File: config.mk
export PLATFORM = sky130hd
export DESIGN_NAME = bp_mcore_looper_dev_flat
export DESIGN_NICKNAME = d
export VERILOG_FILES = /design/src/rtl/bp_mcore_looper_dev_if.sv /design/src/rtl/bp_mcore_looper_dev.sv /design/src/flat_wrapper.sv
export SDC_FILE = /design/constraint.sdc
export NUM_CORES = 1
export LEC_CHECK = 0
export ABC_AREA = 1
export BUFFER_PORTS_ARGS = -buffer_cell sky130_fd_sc_hd__buf_2
export CORE_MARGIN = 2
export CORE_UTILIZATION = 45
export DETAILED_ROUTE_END_ITERATION = 8
export SETUP_SLACK_MARGIN = 0.02
export SKIP_LAST_GASP = 1
export SLEW_MARGIN = 20
export SYNTH_ARGS = -nofsm -noshare
export SYNTH_HDL_FRONTEND = slang
export SYNTH_SLANG_ARGS = --single-unit
File: constraint.sdc
create_clock -name clk_i -period 4.9 [get_ports clk_i]
set_clock_uncertainty 0.2 [all_clocks]
set_input_delay 0.49 -clock clk_i [delete_from_list [all_inputs] [get_ports clk_i]]
set_output_delay 0.49 -clock clk_i [all_outputs]
set_load 0.02 [all_outputs]
File: src/rtl/bp_mcore_looper_dev_if.sv
// Command/response bus plus loop-index stream for the looper device.
// Latency: none, this is wiring only.
// Backpressure: cmd uses valid/ready, resp and idx use valid/yumi.
interface bp_mcore_looper_dev_if #(
    parameter int paddr_width_p = 40,
    parameter int dword_width_p = 64,
    parameter int index_width_p = 32
);
    logic                     cmd_v_i;
    logic                     cmd_ready_o;
    logic                     cmd_w_i;
    logic [paddr_width_p-1:0] cmd_addr_i;
    logic [dword_width_p-1:0] cmd_data_i;
    logic                     resp_v_o;
    logic                     resp_yumi_i;
    logic                     resp_w_o;
    logic [dword_width_p-1:0] resp_data_o;
    logic                     idx_v_o;
    logic [index_width_p-1:0] idx_o;
    logic                     idx_yumi_i;
    logic                     done_o;

    // Device side
    modport slave (
        input  cmd_v_i, cmd_w_i, cmd_addr_i, cmd_data_i, resp_yumi_i, idx_yumi_i,
        output cmd_ready_o, resp_v_o, resp_w_o, resp_data_o, idx_v_o, idx_o, done_o
    );

    // Host / consumer side
    modport master (
        output cmd_v_i, cmd_w_i, cmd_addr_i, cmd_data_i, resp_yumi_i, idx_yumi_i,
        input  cmd_ready_o, resp_v_o, resp_w_o, resp_data_o, idx_v_o, idx_o, done_o
    );
endinterface

File: src/rtl/bp_mcore_looper_dev.sv
// Memory-mapped loop generator: emits indices max(LSTART,GSTART) .. min(LEND,GEND)-1.
// Latency: response one cycle after command acceptance; first index one cycle after start.
// Backpressure: single response slot (cmd_ready = ~resp_v); index stream held until yumi.
module bp_mcore_looper_dev #(
    parameter int paddr_width_p = 40,
    parameter int dword_width_p = 64,
    parameter int index_width_p = 32
) (
    input  logic                  clk_i,
    input  logic                  reset_n_i,
    bp_mcore_looper_dev_if.slave  bus
);
    localparam logic [paddr_width_p-1:0] ADDR_CTRL   = paddr_width_p'(32'h0050_0000);
    localparam logic [paddr_width_p-1:0] ADDR_GSTART = paddr_width_p'(32'h0050_0008);
    localparam logic [paddr_width_p-1:0] ADDR_GEND   = paddr_width_p'(32'h0050_0010);
    localparam logic [paddr_width_p-1:0] ADDR_LSTART = paddr_width_p'(32'h0050_0018);
    localparam logic [paddr_width_p-1:0] ADDR_LEND   = paddr_width_p'(32'h0050_0020);

    typedef enum logic {IDLE, RUN} state_e;

    state_e                   state;
    logic [index_width_p-1:0] gstart, gend, lstart, lend;
    logic [index_width_p-1:0] idx, eff_end;
    logic                     done;
    logic                     resp_v, resp_w;
    logic [dword_width_p-1:0] resp_data;

    logic                     accept, wr, hit_ctrl;
    logic                     start_wr, abort_wr, clr_wr;
    logic [index_width_p-1:0] wdata_idx, eff_start_c, eff_end_c;
    logic [index_width_p:0]   idx_next;
    logic [dword_width_p-1:0] rdata;
    logic                     unused_data;

    assign accept    = bus.cmd_v_i & ~resp_v;
    assign wr        = accept & bus.cmd_w_i;
    assign hit_ctrl  = (bus.cmd_addr_i == ADDR_CTRL);
    assign wdata_idx = bus.cmd_data_i[index_width_p-1:0];

    // Abort outranks start in the same write; a plain write (neither bit) clears done.
    assign abort_wr  = wr & hit_ctrl & bus.cmd_data_i[3];
    assign start_wr  = wr & hit_ctrl & bus.cmd_data_i[0] & ~bus.cmd_data_i[3];
    assign clr_wr    = wr & hit_ctrl & ~bus.cmd_data_i[0] & ~bus.cmd_data_i[3];

    assign eff_start_c = (lstart > gstart) ? lstart : gstart;
    assign eff_end_c   = (lend < gend) ? lend : gend;

    // One extra bit so the end test can never be fooled by wraparound.
    assign idx_next    = {1'b0, idx} + (index_width_p+1)'(1);

    assign unused_data = ^bus.cmd_data_i;

    // Register read mux; unmapped addresses read as zero.
    always_comb begin
        rdata = '0;
        case (bus.cmd_addr_i)
            ADDR_CTRL: begin
                rdata[2] = done;
                rdata[1] = (state == RUN);
            end
            ADDR_GSTART: rdata[index_width_p-1:0] = gstart;
            ADDR_GEND:   rdata[index_width_p-1:0] = gend;
            ADDR_LSTART: rdata[index_width_p-1:0] = lstart;
            ADDR_LEND:   rdata[index_width_p-1:0] = lend;
            default:     rdata = '0;
        endcase
    end

    // One-entry response buffer, held stable until consumed.
    always_ff @(posedge clk_i or negedge reset_n_i) begin
        if (!reset_n_i) begin
            resp_v    <= 1'b0;
            resp_w    <= 1'b0;
            resp_data <= '0;
        end else if (accept) begin
            resp_v    <= 1'b1;
            resp_w    <= bus.cmd_w_i;
            resp_data <= bus.cmd_w_i ? '0 : rdata;
        end else if (bus.resp_yumi_i) begin
            resp_v    <= 1'b0;
        end
    end

    // Bound registers; frozen while a loop is running.
    always_ff @(posedge clk_i or negedge reset_n_i) begin
        if (!reset_n_i) begin
            gstart <= '0;
            gend   <= '0;
            lstart <= '0;
            lend   <= '0;
        end else if (wr && state == IDLE) begin
            if (bus.cmd_addr_i == ADDR_GSTART) gstart <= wdata_idx;
            if (bus.cmd_addr_i == ADDR_GEND)   gend   <= wdata_idx;
            if (bus.cmd_addr_i == ADDR_LSTART) lstart <= wdata_idx;
            if (bus.cmd_addr_i == ADDR_LEND)   lend   <= wdata_idx;
        end
    end

    // Loop FSM: latches effective bounds at start, steps idx on each consume.
    always_ff @(posedge clk_i or negedge reset_n_i) begin
        if (!reset_n_i) begin
            state   <= IDLE;
            idx     <= '0;
            eff_end <= '0;
            done    <= 1'b0;
        end else begin
            case (state)
                IDLE: begin
                    if (start_wr) begin
                        idx     <= eff_start_c;
                        eff_end <= eff_end_c;
                        if (eff_start_c >= eff_end_c) begin
                            done <= 1'b1;
                        end else begin
                            done  <= 1'b0;
                            state <= RUN;
                        end
                    end else if (clr_wr) begin
                        done <= 1'b0;
                    end
                end
                RUN: begin
                    if (abort_wr) begin
                        state <= IDLE;
                    end else if (bus.idx_yumi_i) begin
                        idx <= idx_next[index_width_p-1:0];
                        if (idx_next == {1'b0, eff_end}) begin
                            done  <= 1'b1;
                            state <= IDLE;
                        end
                    end
                end
                default: state <= IDLE;
            endcase
        end
    end

    assign bus.cmd_ready_o = ~resp_v;
    assign bus.resp_v_o    = resp_v;
    assign bus.resp_w_o    = resp_w;
    assign bus.resp_data_o = resp_data;
    assign bus.idx_v_o     = (state == RUN);
    assign bus.idx_o       = idx;
    assign bus.done_o      = done;
endmodule

File: src/flat_wrapper.sv
// flat-port wrapper written by rule: the top's interface ports become plain ports
module bp_mcore_looper_dev_flat 
#(
    parameter int paddr_width_p = 40,
    parameter int dword_width_p = 64,
    parameter int index_width_p = 32
)
  (clk_i, reset_n_i, bus_cmd_v_i, bus_cmd_w_i, bus_cmd_addr_i, bus_cmd_data_i, bus_resp_yumi_i, bus_idx_yumi_i, bus_cmd_ready_o, bus_resp_v_o, bus_resp_w_o, bus_resp_data_o, bus_idx_v_o, bus_idx_o, bus_done_o);
  bp_mcore_looper_dev_if #(.paddr_width_p(paddr_width_p), .dword_width_p(dword_width_p), .index_width_p(index_width_p)) bus_i ();
  input  logic clk_i;
  input  logic reset_n_i;
  input wire logic [$bits(bus_i.cmd_v_i)-1:0] bus_cmd_v_i;
  input wire logic [$bits(bus_i.cmd_w_i)-1:0] bus_cmd_w_i;
  input wire logic [$bits(bus_i.cmd_addr_i)-1:0] bus_cmd_addr_i;
  input wire logic [$bits(bus_i.cmd_data_i)-1:0] bus_cmd_data_i;
  input wire logic [$bits(bus_i.resp_yumi_i)-1:0] bus_resp_yumi_i;
  input wire logic [$bits(bus_i.idx_yumi_i)-1:0] bus_idx_yumi_i;
  output wire logic [$bits(bus_i.cmd_ready_o)-1:0] bus_cmd_ready_o;
  output wire logic [$bits(bus_i.resp_v_o)-1:0] bus_resp_v_o;
  output wire logic [$bits(bus_i.resp_w_o)-1:0] bus_resp_w_o;
  output wire logic [$bits(bus_i.resp_data_o)-1:0] bus_resp_data_o;
  output wire logic [$bits(bus_i.idx_v_o)-1:0] bus_idx_v_o;
  output wire logic [$bits(bus_i.idx_o)-1:0] bus_idx_o;
  output wire logic [$bits(bus_i.done_o)-1:0] bus_done_o;
  assign bus_i.cmd_v_i = bus_cmd_v_i;
  assign bus_i.cmd_w_i = bus_cmd_w_i;
  assign bus_i.cmd_addr_i = bus_cmd_addr_i;
  assign bus_i.cmd_data_i = bus_cmd_data_i;
  assign bus_i.resp_yumi_i = bus_resp_yumi_i;
  assign bus_i.idx_yumi_i = bus_idx_yumi_i;
  assign bus_cmd_ready_o = bus_i.cmd_ready_o;
  assign bus_resp_v_o = bus_i.resp_v_o;
  assign bus_resp_w_o = bus_i.resp_w_o;
  assign bus_resp_data_o = bus_i.resp_data_o;
  assign bus_idx_v_o = bus_i.idx_v_o;
  assign bus_idx_o = bus_i.idx_o;
  assign bus_done_o = bus_i.done_o;
  bp_mcore_looper_dev #(.paddr_width_p(paddr_width_p), .dword_width_p(dword_width_p), .index_width_p(index_width_p)) u_core (.clk_i(clk_i), .reset_n_i(reset_n_i), .bus(bus_i));
endmodule
==> flow_metrics.tcl, run 1 <==
set metrics [dict create \
    first_iter_violations 1270 \
    combinationalPowerShare 0.206 \
    rows 67 \
    fmax_mhz 236 \
    peakVddDrop_mv 0.215 \
    cts_max_path_buffers 3 \
    vias 14800 \
    grt_pass1_vias 13700 \
    dieArea_mm2 0.0354 \
    die_h_um 188 \
    rsz0062_at_grt "false" \
    worstSetupPathType "reg -> reg" \
    slowest_stage "dfrtp_1" \
    root_buffer "clkbuf_16" \
    post-dp-hpwl_um 34600 \
    ys_warn_count 0 \
    synth_seq_cells 228 \
    postRouteWirelength_um 47400 \
    p_seq_frac 0.405 \
    io_pins 211 \
    overflow 0 \
    synth_area_mm2 0.0153 \
    maxCapViolations 0 \
    critPathMaxStageDelay_ns 0.46 \
    post-route-period-util 0.865 \
    switching_power_mw 1.82 \
    final_layout_size_suffix_gt1_frac 0.112 \
    synth_area_leader_cell "dfrtp_1" \
    cts_tree "yes" \
    synth-edff-count 0 \
    yosysMostFrequentCell "nand2_1" \
    cp_max_fo 17 \
    leakage_nw 8.85 \
    required_ns 5.18 \
    wl_per_cell_um 17.2 \
    tns_ns 0 \
    path_clk_slew_ns 0.06 \
    synthToLayoutAreaGrowth_pct 13.1 \
    total_power_mw 5.43 \
    setup_viol 0 \
    synth_top_area_frac 0.373 \
    nNetsFinal 2496 \
    synth_area_leaders "dfrtp_1 37%, nand2_1 17%, nand3_1 8.0%" \
    power_per_cell_area_mw_per_mm2 314 \
    synth_cell_types 45 \
    clock_latency_ns 0.55 \
    finalHoldViolCount 0 \
    dr.pass1.iters 6 \
    end_kind "register" \
    async_flop_share 1.00 \
    portBuffers 146 \
    p_int_mw 3.61 \
    antenna_found_initial 1 \
    clockPowerShare 0.390 \
    postRouteAntennaNets 0 \
    cts_resized 0 \
    synth_commonest_cells "686 x nand2_1, 244 x nand3_1, 228 x dfrtp_1, 210 x inv_1, 151 x nor2_1" \
    finalMaxSlewViolations 0 \
    start_util 0.457 \
    maxSlewHeadroom 0.279 \
    grt_pass1_wl_um 75800 \
    status "completed" \
    ys_seq_area_frac 0.373 \
    synth_ff_type "dfrtp_1" \
    worst_slew_pin_slew_ns 1.08 \
    p_sw_frac 0.335 \
    gp_congestion 0.918 \
    coreArea_mm2 0.0334 \
    num_antenna_cells 0 \
    cts.sinks 228 \
    route.detailed.drc 0 \
    grt.total_usage 0.269 \
    numCtsBuffers 26 \
    viasPerCell 5.36 \
    finalCriticalPeriod_ns 4.24 \
    syn_inst 2178 \
    cp.arrival_ns 4.52 \
    startpoint_type "register" \
    grt_max_degree 113 \
    cts_max_level 1 \
    postSynthAreaPerCell_um2 7.01 \
    fp.dieW_um 188 \
    hold_path_class "in -> reg" \
    path_common_cell "nand2_1" \
]
[kinds of logic (layout without fill, tap and decap cells)]
logic type,after synthesis,count (layout),share of synthesized area
AO/OA/AOI/OAI,283,283,0.0972
XOR/XNOR,2,2,0.00115
adder cells (fa/ha/maj),96,96,0.0786
buffers and inverters,341,442,0.0951
flip-flops,228,228,0.373
other,1,32,0.000245
AND/OR/NAND/NOR,1227,1227,0.354
[through the flow]
stage          worst slack [ns]  cell area, µm²  utilization  instances  hold slack, ns
2_1_floorplan              1.54           15400            -       2209        -0.00559
3_3_place_gp              0.749           16300        0.488       2708           0.260
3_5_place_dp              0.755           16300        0.488       2708           0.261
4_1_cts                   0.736           17300        0.517       2758          0.0111
5_1_grt                   0.241           17300        0.517       2758          0.0446
6_report                  0.660           17300        0.517       2758          0.0228
[final cells by class]
class,instances,area (µm²)
Inverter,217,815
Multi-Input combinational cell,1640,8290
Clock buffer,33,718
Sequential cell,228,5710
Fill cell,3366,16200
Timing Repair Buffer,177,991
Clock inverter,15,205
Tap cell,448,561
[critical path, delay by kind of cell (launching register included)]
kind | cells | cell delay, ns
AND/OR/NAND/NOR | 14 | 1.37
AO/OA/AOI/OAI | 5 | 1.04
buffers and inverters | 4 | 0.57
adder cells (fa/ha/maj) | 2 | 0.56
flip-flops | 1 | 0.46
[flip-flops by register name, indices dropped and copies added, names as in the netlist]
| register | flops |
|---|---|
| u_core.bus.idx_o | 32 |
| u_core.bus.resp_data_o | 32 |
| u_core.eff_end | 32 |
| u_core.gend | 32 |
| u_core.gstart | 32 |
| u_core.lend | 32 |
| u_core.lstart | 32 |
| u_core.bus.done_o | 1 |
| u_core.bus.idx_v_o | 1 |
| u_core.bus.resp_v_o | 1 |
| u_core.bus.resp_w_o | 1 |
[path summary, 6_finish.rpt]
path,to,startpoint,cells past startpoint,slack [ns]
hold reg to reg,u_core.bus.resp_data_o[6],u_core.bus.resp_data_o[6],2,0.27
setup reg to reg,u_core.bus.done_o,u_core.gstart[14],25,0.66
hold / removal,u_core.bus.resp_data_o[1],bus_cmd_w_i,4,0.02
setup / recovery,u_core.bus.done_o,u_core.gstart[14],25,0.66
min in group asynchronous,u_core.bus.idx_o[1],reset_n_i,2,0.27
max in group asynchronous,u_core.lend[7],reset_n_i,3,2.80
[layout by cell type, fill, tap and decap left out, types with 5 or more instances in the layout]
| master | netlist | routed |
|---|---|---|
| a21oi_1 | 102 | 102 |
| buf_2 | 18 | 145 |
| buf_4 | 36 | 28 |
| clkbuf_16 | 0 | 27 |
| conb_1 | 1 | 32 |
| dfrtp_1 | 228 | 228 |
| ha_1 | 96 | 96 |
| inv_1 | 210 | 209 |
| inv_2 | 4 | 5 |
| nand2_1 | 686 | 685 |
| nand2_2 | 6 | 7 |
| nand3_1 | 244 | 241 |
| nand3_2 | 2 | 5 |
| nand3b_1 | 40 | 40 |
| nand4_1 | 59 | 59 |
| nor2_1 | 151 | 150 |
| nor2_4 | 7 | 8 |
| nor3_1 | 6 | 6 |
| nor4_1 | 10 | 7 |
| o21a_1 | 5 | 5 |
| o21ai_0 | 144 | 144 |
| o21ai_1 | 14 | 14 |
| o22ai_1 | 5 | 5 |
[what timing repair did]
action | 4_1_cts | 5_1_grt
hold buffers | 2 | 0
setup buffers | 0 | 0
hold endpoints to repair | 111 | 0
[layer usage]
layer,track usage,vias up,part of all wire
met1,0.413,6911,0.49
li1,-,7293,-
met3,0.0318,64,0.070
met4,0.0684,0,0.022
met5,0,-,0
met2,0.401,527,0.42
[power groups by stage]
| stage | combinational (mW) | clock (mW) | sequential (mW) |
|---|---|---|---|
| after global routing | 1.27 | 2.24 | 2.22 |
| after global placement | 1.10 | 0 | 2.22 |
| after floorplan | 0.666 | 0 | 2.30 |
| after detailed placement | 1.12 | 0 | 2.23 |
| after CTS | 1.12 | 2.15 | 2.20 |
| final | 1.12 | 2.11 | 2.20 |
Power figures use the tool's default switching activity.
==> run 2: changes to the inputs <==
ABC_AREA = not set   (was 1)
PLACE_DENSITY = 0.65   (was not set)
==> flow_metrics.tcl, run 2 <==
set metrics [dict create \
    setup_viol 0 \
    coreArea_mm2 0.0307 \
    synth_area_leaders "dfrtp_1 40%, mux2_2 13%, ha_1 8.5%" \
    synth_cell_types 76 \
    post-dp-hpwl_um 29900 \
    cts.sinks 228 \
    synth_area_mm2 0.0142 \
    cts_max_path_buffers 3 \
    fillCellCount 2675 \
    grt_pass1_vias 11300 \
    numCtsBuffers 26 \
    crit_chain "ha_1 -> a211oi_1 -> o31ai_2 -> a31oi_1 -> o41ai_2 -> a221o_1 -> a21oi_4 -> buf_6 -> buf_12 -> buf_12 -> mux2i_1 -> ha_2 -> a211oi_2 -> nor2_1 -> o21ai_1 -> a21oi_2 -> a211oi_2 -> o31ai_4 -> a2111oi_2 -> nor2_1" \
    vias 11800 \
    postRouteWirelength_um 42700 \
    maxSlewHeadroom 0.338 \
    status "completed" \
    leakage_nw 8.20 \
    startpoint_type "register" \
    fin_area_mm2 0.0170 \
    synthToLayoutAreaGrowth_pct 20.4 \
    async_flop_share 1.00 \
    route.detailed.drc 0 \
    viasPerCell 5.90 \
    p_sw_frac 0.223 \
    yosysMostFrequentCell "dfrtp_1" \
    first_iter_violations 1150 \
    final_cell_mix "227 x dfrtp_1, 161 x mux2_2, 145 x buf_2" \
    end_kind "register" \
    maxCapViolations 0 \
    synth-edff-count 0 \
    rows 64 \
    start_util 0.460 \
    grt_pass1_wl_um 65300 \
    synth_ff_type "dfrtp_1" \
    p_seq_frac 0.450 \
    hold_path_class "in -> reg" \
    antenna_found_initial 1 \
    switching_power_mw 0.936 \
    p_int_mw 3.26 \
    path_clk_slew_ns 0.06 \
    postSynthAreaPerCell_um2 10.2 \
    overflow 0 \
    grt_max_degree 125 \
    io_pins 211 \
    finalMaxSlewViolations 0 \
    fmax_mhz 208 \
    synth_area_leader_cell "dfrtp_1" \
    nNetsFinal 1791 \
    fp.dieW_um 181 \
    slowest_stage "o41ai_2" \
    syn_inst 1393 \
    cts_max_level 1 \
    power_per_cell_area_mw_per_mm2 246 \
    cp.arrival_ns 5.01 \
    postRouteAntennaNets 0 \
    finalHoldViolCount 0 \
    portBuffers 146 \
    root_buffer "clkbuf_16" \
    cts_tree "yes" \
    wl_per_cell_um 21.3 \
    ys_seq_area_frac 0.403 \
    cp_max_fo 5 \
    tns_ns 0 \
    clockPowerShare 0.515 \
    clock_latency_ns 0.54 \
    peakVddDrop_mv 0.224 \
    critPathMaxStageDelay_ns 0.48 \
    synth_seq_cells 228 \
    grt.total_usage 0.254 \
    gp_congestion 0.897 \
    dieArea_mm2 0.0329 \
    synth_top_area_frac 0.403 \
    worst_slew_pin_slew_ns 0.992 \
    dp_cells 1940 \
    final_common_cell "dfrtp_1" \
    final_layout_size_suffix_gt1_frac 0.321 \
    finalCriticalPeriod_ns 4.81 \
    combinationalPowerShare 0.035 \
    worstSetupPathType "reg -> reg" \
    critPathTopFamily "compound AO/OA/AOI/OAI gates" \
    die_h_um 181 \
    post-route-period-util 0.981 \
    cp_num_buf_inv 3 \
    ys_warn_count 0 \
    synth_commonest_cells "228 x dfrtp_1, 161 x mux2_2, 96 x ha_1, 93 x a21oi_1, 83 x o21ai_0" \
    required_ns 5.11 \
    dr.pass1.iters 8 \
    stdcell_count 2002 \
    hold_ws_ns 0.0255 \
    placement.cell_area_mm2 0.0156 \
]
==> run 2: cell count changes after synthesis, sizes merged, moves of 16 or more <==
cell | previous run | this run
nand2 | 695 | 77
nand3 | 246 | 31
mux2 | 0 | 161
inv | 214 | 77
nor2 | 162 | 80
o21ai | 158 | 85
nand3b | 40 | 0
mux2i | 0 | 37
nand4 | 59 | 29
a21boi | 1 | 30
a222oi | 0 | 28
xnor2 | 1 | 28
a21o | 0 | 18
clkbuf | 59 | 43
==> run 2: cells by family after synthesis <==
logic type      synth area share
buf+inv                   0.0623
mux                        0.154
simple gates               0.109
flops                      0.403
compound gates             0.158
other cells             0.000265
xor+xnor                  0.0272
fa+ha+maj                 0.0849
==> run 2: power groups by stage <==
stage                     registers [mW]  logic (mW)  clock network, mW
final                               1.89       0.146               2.16
after global routing                1.89       0.162               2.27
after detailed placement            1.92       0.147                  0
after floorplan                     1.93      0.0624                  0
after global placement              1.92       0.145                  0
after CTS                           1.89       0.148               2.20
==> run 2: layer usage <==
metal,track usage,share of wire,vias up
met5,0,0,-
met4,0.0641,0.019,0
met3,0.0345,0.076,60
met2,0.388,0.44,485
met1,0.380,0.47,5830
li1,-,-,5436
==> run 2: path summary, 6_finish.rpt <==
| check | start | end | slack [ns] | depth (start not counted) |
|---|---|---|---|---|
| worst max-delay path | u_core.lend[1] | u_core.bus.done_o | 0.09 | 20 |
| worst min-delay path | bus_cmd_data_i[5] | u_core.lend[5] | 0.03 | 2 |
| worst max register to register | u_core.lend[1] | u_core.bus.done_o | 0.09 | 20 |
| worst min register to register | u_core.bus.resp_data_o[2] | u_core.bus.resp_data_o[2] | 0.27 | 1 |
| max in group asynchronous | reset_n_i | u_core.gend[19] | 2.96 | 3 |
| min in group asynchronous | reset_n_i | u_core.bus.resp_data_o[6] | 0.41 | 2 |
==> run 2: cell type report <==
| type | instances | area (µm²) | share of cell area |
|---|---|---|---|
| Timing Repair Buffer | 236 | 1520 | 0.0893 |
| Inverter | 78 | 293 | 0.0172 |
| Tap cell | 396 | 495 | 0.0291 |
| Clock inverter | 16 | 244 | 0.0143 |
| Multi-Input combinational cell | 1015 | 8070 | 0.474 |
| Sequential cell | 228 | 5710 | 0.335 |
| Clock buffer | 32 | 704 | 0.0414 |
| Antenna cell | 1 | 2.50 | 0.000147 |
==> run 2: per-stage QoR <==
step / util / total power [mW] / worst slack [ns]
floorplan: - / 1.99 / 0.367
global placement: 0.507 / 2.07 / -0.0719
detailed placement: 0.507 / 2.07 / -0.163
CTS: 0.543 / 4.23 / 0.0233
global route: 0.554 / 4.32 / -0.0580
finish: 0.554 / 4.20 / 0.0944
==> run 2: worst reg2reg max path, delay by kind of cell, from the launching register on <==
kind | cells | cell delay, ns
AND/OR/NAND/NOR | 2 | 0.15
adder cells (fa/ha/maj) | 2 | 0.50
flip-flops | 1 | 0.40
multiplexers | 1 | 0.17
buffers and inverters | 3 | 0.43
AO/OA/AOI/OAI | 12 | 2.81
==> run 2: timing repair <==
item                                   in CTS  in global routing
endpoints found under the hold margin     124                  0
gates resized for setup                    27                 46
pin swaps                                   3                 19
setup buffers                               4                  7
setup endpoints to repair                   2                  2
hold buffers                                2                  0
cloned                                      0                  1
